## src/rtl/multicycle_control.sv

```systemverilog
// Control FSM for a multicycle MIPS-subset datapath: sequences fetch, decode,
// execute, memory and writeback, and drives the datapath steering signals.
module multicycle_control (
  input  logic        clk,
  input  logic        reset_n,
  input  logic [31:0] Instr,
  input  logic        Zero,
  input  logic        MemReady,
  output logic        MemRd,
  output logic        MemWr,
  output logic        IorD,
  output logic        IRWr,
  output logic        PCWr,
  output logic [1:0]  PCSrc,
  output logic        RegWr,
  output logic        RegDst,
  output logic        MemToReg,
  output logic        ALUSrcA,
  output logic [1:0]  ALUSrcB,
  output logic [1:0]  ALUCntrl,
  output logic        ZeroExt,
  output logic        Illegal,
  output logic [3:0]  State
);

  localparam logic [3:0] FETCH  = 4'd0;
  localparam logic [3:0] DECODE = 4'd1;
  localparam logic [3:0] EXEC   = 4'd2;
  localparam logic [3:0] MEMRD  = 4'd3;
  localparam logic [3:0] MEMWR  = 4'd4;
  localparam logic [3:0] WB     = 4'd5;
  localparam logic [3:0] BRANCH = 4'd6;
  localparam logic [3:0] JUMP   = 4'd7;
  localparam logic [3:0] HALT   = 4'd8;

  logic [3:0] state_q, state_d;
  logic [5:0] op, funct;
  logic       is_r, i_add, i_sub, i_slt, i_jr, i_lw, i_sw, i_bne, i_xori, i_j;
  logic       i_alu;
  logic       unused_instr;

  assign op     = Instr[31:26];
  assign funct  = Instr[5:0];
  assign is_r   = (op == 6'b000000);
  assign i_add  = is_r && (funct == 6'b100000);
  assign i_sub  = is_r && (funct == 6'b100010);
  assign i_slt  = is_r && (funct == 6'b101010);
  assign i_jr   = is_r && (funct == 6'b001000);
  assign i_lw   = (op == 6'b100011);
  assign i_sw   = (op == 6'b101011);
  assign i_bne  = (op == 6'b000101);
  assign i_xori = (op == 6'b001110);
  assign i_j    = (op == 6'b000010);
  assign i_alu  = i_add || i_sub || i_slt || i_lw || i_sw || i_xori;

  // Register/immediate fields are consumed by the datapath, not by control.
  assign unused_instr = ^Instr[25:6];

  assign State = state_q;

  always_ff @(posedge clk or negedge reset_n) begin
    if (!reset_n) state_q <= FETCH;
    else          state_q <= state_d;
  end

  // Memory handshake: a request (MemRd or MemWr) is held every cycle of the
  // access state; the access completes in the cycle MemReady is sampled high.
  always_comb begin
    state_d = state_q;
    case (state_q)
      FETCH:  if (MemReady) state_d = DECODE;
      DECODE: begin
        if (i_alu)              state_d = EXEC;
        else if (i_bne)         state_d = BRANCH;
        else if (i_j || i_jr)   state_d = JUMP;
        else                    state_d = HALT;
      end
      EXEC: begin
        if (i_lw)      state_d = MEMRD;
        else if (i_sw) state_d = MEMWR;
        else           state_d = WB;
      end
      MEMRD:  if (MemReady) state_d = WB;
      MEMWR:  if (MemReady) state_d = FETCH;
      WB:     state_d = FETCH;
      BRANCH: state_d = FETCH;
      JUMP:   state_d = FETCH;
      HALT:   state_d = HALT;
      default: state_d = FETCH;
    endcase
  end

  always_comb begin
    MemRd    = 1'b0;
    MemWr    = 1'b0;
    IorD     = 1'b0;
    IRWr     = 1'b0;
    PCWr     = 1'b0;
    PCSrc    = 2'b00;
    RegWr    = 1'b0;
    RegDst   = 1'b0;
    MemToReg = 1'b0;
    ALUSrcA  = 1'b0;
    ALUSrcB  = 2'b00;
    ALUCntrl = 2'b00;
    ZeroExt  = 1'b0;
    Illegal  = 1'b0;
    case (state_q)
      FETCH: begin
        MemRd   = 1'b1;
        ALUSrcB = 2'b01;
        // Reset parks the FSM in FETCH; keep the load strobes quiet meanwhile.
        IRWr    = MemReady && reset_n;
        PCWr    = MemReady && reset_n;
      end
      DECODE: ALUSrcB = 2'b11;
      EXEC: begin
        ALUSrcA = 1'b1;
        if (is_r) begin
          ALUSrcB  = 2'b00;
          ALUCntrl = i_sub ? 2'b10 : (i_slt ? 2'b11 : 2'b00);
        end else if (i_xori) begin
          ALUSrcB  = 2'b10;
          ALUCntrl = 2'b01;
          ZeroExt  = 1'b1;
        end else begin
          ALUSrcB  = 2'b10;
        end
      end
      MEMRD: begin
        MemRd = 1'b1;
        IorD  = 1'b1;
      end
      MEMWR: begin
        MemWr = 1'b1;
        IorD  = 1'b1;
      end
      WB: begin
        RegWr    = 1'b1;
        RegDst   = is_r;
        MemToReg = i_lw;
      end
      BRANCH: begin
        ALUSrcA  = 1'b1;
        ALUCntrl = 2'b10;
        PCSrc    = 2'b01;
        PCWr     = !Zero;
      end
      JUMP: begin
        PCWr  = 1'b1;
        PCSrc = i_jr ? 2'b11 : 2'b10;
      end
      HALT: Illegal = 1'b1;
      default: ;
    endcase
  end

endmodule

```

## config.mk

```make
export PLATFORM = sky130hd
export DESIGN_NAME = multicycle_control
export DESIGN_NICKNAME = d
export VERILOG_FILES = /design/src/rtl/multicycle_control.sv
export SDC_FILE = /design/constraint.sdc
export NUM_CORES = 1
export LEC_CHECK = 0
export CORE_MARGIN = 5
export CORE_UTILIZATION = 32
export CTS_BUF_LIST = sky130_fd_sc_hd__clkbuf_8
export DETAILED_ROUTE_END_ITERATION = 16
export GPL_TIMING_DRIVEN = 0
export PLACE_DENSITY = 0.95
export SETUP_SLACK_MARGIN = 0.2
export SYNTH_ARGS = -nofsm -noshare
export SYNTH_HDL_FRONTEND = slang
export SYNTH_SLANG_ARGS = --single-unit
```

## constraint.sdc

```tcl
create_clock -name clk -period 3.5 [get_ports clk]
set_clock_uncertainty 0.05 [all_clocks]
set_input_delay 0.7 -clock clk [delete_from_list [all_inputs] [get_ports clk]]
set_output_delay 0.7 -clock clk [all_outputs]
set_load 0.05 [all_outputs]
```

==> results of run 1 <==
-- repair_timing --
item | CTS | global route
gates resized for setup | 16 | 6
hold buffers | 0 | 0
pin swaps | 0 | 1
gates cloned | 0 | 0
endpoints found under the setup margin | 7 | 3
buffers inserted | 0 | 1
-- cells in the mapped netlist (all sizes together), types with 2 or more instances --
cell type,number
nor2,13
nand2b,9
nand2,5
a21oi,4
dfrtp,4
nor3,4
or2,4
nand4,3
nor3b,3
o22ai,3
and3,2
inv,2
nand3,2
nor2b,2
o2111ai,2
o21ai,2
or4,2
-- stage by stage --
stage / cell area [um^2] / hold WS [ns] / util [%]
final: 1020 / 0.553 / 59.6
after global routing: 1020 / 0.591 / 59.6
after CTS: 1020 / 0.553 / 59.8
after detailed placement: 970 / 0.545 / 56.8
after global placement: 970 / 0.539 / 56.8
after floorplan: 578 / 0.354 / -
-- worst max-delay path, delay by kind of cell --
family,cells,cell delay (ns)
AND/OR/NAND/NOR,3,0.78
buffers and inverters,2,0.98
-- power breakdown --
group	switching, W	leakage (nW)	internal [W]	total (W)
sequential	0.0000201	0.0531	0.0000574	0.0000775
combinational	0.000227	0.326	0.000128	0.000356
clock	0.0000212	0.0216	0.0000731	0.0000943
-- kinds of logic (layout without fill, tap and decap cells) --
family	count (synthesis)	after routing	share of synthesized area (%)
and+or+nand+nor	53	53	52.5
muxes	1	1	1.75
buffers and inverters	4	44	3.28
DFF	4	4	17.5
AOI/OAI and AO/OA	18	18	23.4
xor gates and xnor gates	1	1	1.53
-- metal layers --
layer  GRT usage (%)  wire [um]  vias to the layer above
met5               0          0                        -
met4            6.38         19                        0
met3            2.56        173                        2
met2            26.4        966                       39
met1            15.2        757                      353
li1                -          -                      381
-- worst paths after layout --
check	to	slack, ns	start	depth (start not counted)
setup / recovery	MemToReg	0.28	Instr[26]	5
hold / removal	State[2]	0.55	State[3]	1
setup reg to reg	State[2]	1.95	State[3]	5
hold reg to reg	State[2]	0.55	State[3]	1
max in group asynchronous	State[1]	2.57	reset_n	1
min in group asynchronous	State[3]	0.65	reset_n	1
-- cell usage in the layout (no fill, tap or decap), types with 2 or more instances in the layout --
cell             count
or2_1                2
nor2_1              13
a21oi_1              4
inv_1                2
clkdlybuf4s50_1     29
nor2b_1              2
nor3b_1              3
clkbuf_8             3
or2_2                2
nor3_1               4
nand2b_1             9
nand3_1              2
o21ai_1              2
nand4_1              3
dfrtp_1              4
dlygate4sd2_1        3
buf_4                3
clkdlybuf4s15_2      2
nand2_1              5
o22ai_1              3
-- layout make-up --
cell class                      instances  area (um^2)  area share, %
Buffer                                  2         11.3           1.11
Clock buffer                            3         41.3           4.05
Tap cell                               25         31.3           3.07
Timing Repair Buffer                   37          359           35.3
Sequential cell                         4          100           9.83
Multi-Input combinational cell         73          468           45.9
Inverter                                2         7.51          0.737
==> qor.yml, run 1 <==
outcome:
  outcome: "completed"
synthesis:
  yosysSeqAreaShare_pct: 17.5
  synthTopCellsByArea: "dfrtp_1, nand2b_1, nor2_1"
  avgSynthCellArea_um2: 7.06
  synth.lib_cells_used.distinct: 36
  netlist_area_um2: 572
  synth_edf_count: 0
  yosys.area.top_type: "dfrtp_1"
  synth-async-reset-ratio_pct: 100
  yosys_warnings: 0
  syn-instance-count: 81
  synth_flop_cell: "dfrtp_1"
  yosys.area.top_type_share_pct: 17.5
  syn_nets: 117
  ys_ff_latch: 4
route:
  wl_per_cell_um: 13.1
  dr.pass1.iters: 4
  post_drt_via_cell_ratio: 5.31
  vias: 775
  drcViolationCount: 0
  antenna_left: 0
  routed_wl_um: 1920
  dr.first_iter.drc_count: 36
grt:
  grt_max_degree: 11
  grt_pass1_vias: 717
  grt_usage_pct: 14.1
  antenna_found_initial: 0
  overflow: 0
  grt_pass1_wl_um: 2950
floorplanning:
  die_height_um: 52.3
  coreArea_um2: 1710
  rows: 15
  die_area_um2: 2730
  initial_utilization_pct: 33.5
  die_w_um: 52.3
  ios: 57
clocking:
  clockRootBuffer: "clkbuf_8"
  cts_tree: "yes"
  clkTransAtPathRegs_ns: 0.03
  insertion_delay_ns: 0.21
  cts_htree_levels: 1
  clk_path_buf_depth: 2
  clock-sinks: 4
  cts_buffers: 3
cells_and_area:
  largest_reg_flops: 4
  antenna_cells: 0
  fin_cells: 146
  drive_gt1_share_pct: 14.9
  synthToLayoutAreaGrowth_pct: 78.1
  n_fill_cell: 147
  final_nets: 159
timing:
  setup_viol: 0
  hold_viol: 0
  slew_violations: 0
  fin_crit_sh_pct: 92.0
  tns_ns: 0
  slew_headroom_pct: 65.6
  finalCriticalPeriod_ns: 3.22
  rsz0062_at_grt: "false"
  worst_pin_slew_ns: 0.514
  fmax_mhz: 311
  fin_ws_ns: 0.280
power_and_ir_drop:
  report.power.total_w: 0.000528
  ir_drop_uv: 469
  p_leak_nw: 0.400
  pwr_density_cell_nw_per_um2: 518
job:
  cap_violations: 0
worst_setup_path:
  cp.arrival_ns: 2.47
  critical-path-slowest-cell: "clkdlybuf4s50_1"
  path_cells: "clkdlybuf4s50_1 > nand2_1 > or4_4 > nor2_1 > clkdlybuf4s15_2"
  worstPathRequired_ns: 2.75
  crit_type: "in2out"
  endpoint_kind: "output port"
  critPathLaunchType: "input port"
  worstPathMaxFanout: 5
  slowest_delay_ns: 0.59
place:
  port_buffers: 36
  place.detailed.hpwl_um: 1540
  pre_cts_slack_ns: -0.327
  dpl.cell_count: 142
  gp_congestion: 0.790
min_path:
  hold_class: "reg2reg"
Power figures use the tool's default switching activity.
==> run 2: changes to the inputs <==
SKIP_CTS_REPAIR_TIMING = 1   (was default)
==> run 2 against run 1 <==
Non-clock buffer count is 1 lower. Wire length is 1.6% lower. Critical path depth is 1 higher. Count of clock-buffer cells in the layout stayed put. First-iteration DRC count is 25% lower. Global-route usage is 0.30 points lower. Cell count is 0.68% lower. Worst setup slack worse by 0.16 ns. Highest routed layer unchanged.
==> qor.yml, run 2 (synthesis gave the netlist of run 1 again) <==
route:
  vias: 778
  wl_per_cell_um: 13.0
  drcViolationCount: 0
  antenna_left: 0
  dr.pass1.iters: 4
  dr.first_iter.drc_count: 27
  post_drt_via_cell_ratio: 5.37
  routed_wl_um: 1890
min_path:
  hold_class: "reg2reg"
worst_setup_path:
  critical-path-slowest-cell: "clkdlybuf4s50_1"
  slowest_delay_ns: 0.51
  crit_type: "in2out"
  endpoint_kind: "output port"
  worstPathRequired_ns: 2.75
  path_cells: "clkdlybuf4s50_1 > nor4_4 > and3_1 > nand4_1 > a211oi_2 > dlymetal6s2s_1"
  worstPathMaxFanout: 5
  cp.arrival_ns: 2.63
  critPathLaunchType: "input port"
floorplanning:
  ios: 57
  die_w_um: 52.3
  die_area_um2: 2730
  die_height_um: 52.3
  coreArea_um2: 1710
  rows: 15
  initial_utilization_pct: 33.5
grt:
  antenna_found_initial: 0
  grt_usage_pct: 13.8
  use_met3_pct: 2.56
  grt_max_degree: 11
  grtUsageMet1_pct: 15.2
  met2_usage_pct: 25.3
  grt_pass1_vias: 707
  overflow: 0
  top_usage_layer: "met2"
  grt_pass1_wl_um: 2900
timing:
  hold_viol: 0
  fin_crit_sh_pct: 96.5
  slew_headroom_pct: 65.6
  slew_violations: 0
  worst_pin_slew_ns: 0.514
  rsz0062_at_grt: "true"
  fmax_mhz: 296
  setup_viol: 0
  finalCriticalPeriod_ns: 3.38
cells_and_area:
  final_common_cell: "clkdlybuf4s50_1"
  utilization_pct: 59.4
  synthToLayoutAreaGrowth_pct: 77.5
  final_nets: 158
  design_area_um2: 1010
  antenna_cells: 0
  largest_reg_flops: 4
  n_fill_cell: 148
  final_cell_mix: "clkdlybuf4s50_1, nor2_1, nand2b_1"
  drive_gt1_share_pct: 13.3
power_and_ir_drop:
  ir_drop_uv: 468
  p_leak_nw: 0.452
  combPwrFrac_pct: 67.5
  pwr_density_cell_nw_per_um2: 522
  p_clk_share_pct: 17.8
  sw_frac_of_total_pct: 50.8
  pwr-share-seq_pct: 14.7
  p_switching_w: 0.000269
  intPower_w: 0.000261
clocking:
  insertion_delay_ns: 0.21
  cts_htree_levels: 1
  cts_tree: "yes"
  cts_buffers: 3
  clk_path_buf_depth: 2
  clkTransAtPathRegs_ns: 0.03
  clockRootBuffer: "clkbuf_8"
  clock-sinks: 4
place:
  place.detailed.hpwl_um: 1540
  port_buffers: 36
  placed_cell_area_um2: 970
  gp_congestion: 0.790
job:
  cap_violations: 0
outcome:
  outcome: "completed"
## run 2: per-layer routing
metal  vias to the layer above  wire (um)
met5                         -          0
li1                        379          -
met1                       355        736
met4                         0         19
met3                         2        185
met2                        42        945
## run 2: power by group through the flow
| stage | logic [W] | registers (W) | clock network, W |
|---|---|---|---|
| 2_1_floorplan | 0.000202 | 0.000111 | 0 |
| 3_3_place_gp | 0.000353 | 0.0000768 | 0 |
| 3_5_place_dp | 0.000357 | 0.0000771 | 0 |
| 4_1_cts | 0.000359 | 0.0000771 | 0.0000976 |
| 5_1_grt | 0.000378 | 0.0000798 | 0.000103 |
| 6_report | 0.000358 | 0.0000778 | 0.0000944 |
## run 2: path summary, 6_finish.rpt
kind / from / to / slack [ns] / cells after the start
setup / recovery: Instr[26] / ALUCntrl[0] / 0.12 / 6
hold / removal: State[3] / State[2] / 0.56 / 1
setup reg to reg: State[3] / State[2] / 1.94 / 5
hold reg to reg: State[3] / State[2] / 0.56 / 1
max in group asynchronous: reset_n / State[1] / 2.56 / 1
min in group asynchronous: reset_n / State[3] / 0.65 / 1
## run 2: per-stage QoR
stage          power, W  instances  hold slack, ns  TNS, ns  setup WS, ns
6_report       0.000530        145           0.559        0         0.123
4_1_cts        0.000533        145           0.553   -0.897        -0.327
3_3_place_gp   0.000430        142           0.539   -0.665        -0.290
5_1_grt        0.000560        145           0.591        0        0.0220
2_1_floorplan  0.000313         81           0.354        0         0.360
3_5_place_dp   0.000434        142           0.545   -0.905        -0.327
## run 2: layout make-up
class	instances	area [um^2]	area share, %
sequential	4	100	9.86
buffer	2	11.3	1.11
tap	25	31.3	3.08
multi-input combinational	73	468	46.1
clock buffer	3	41.3	4.07
inverter	2	7.51	0.740
timing repair buffer	36	355	35.0
## run 2: critical path, delay by kind of cell
kind            cells  cell delay [ns]
compound gates      1             0.22
buf+inv             2             0.95
simple gates        3             0.75
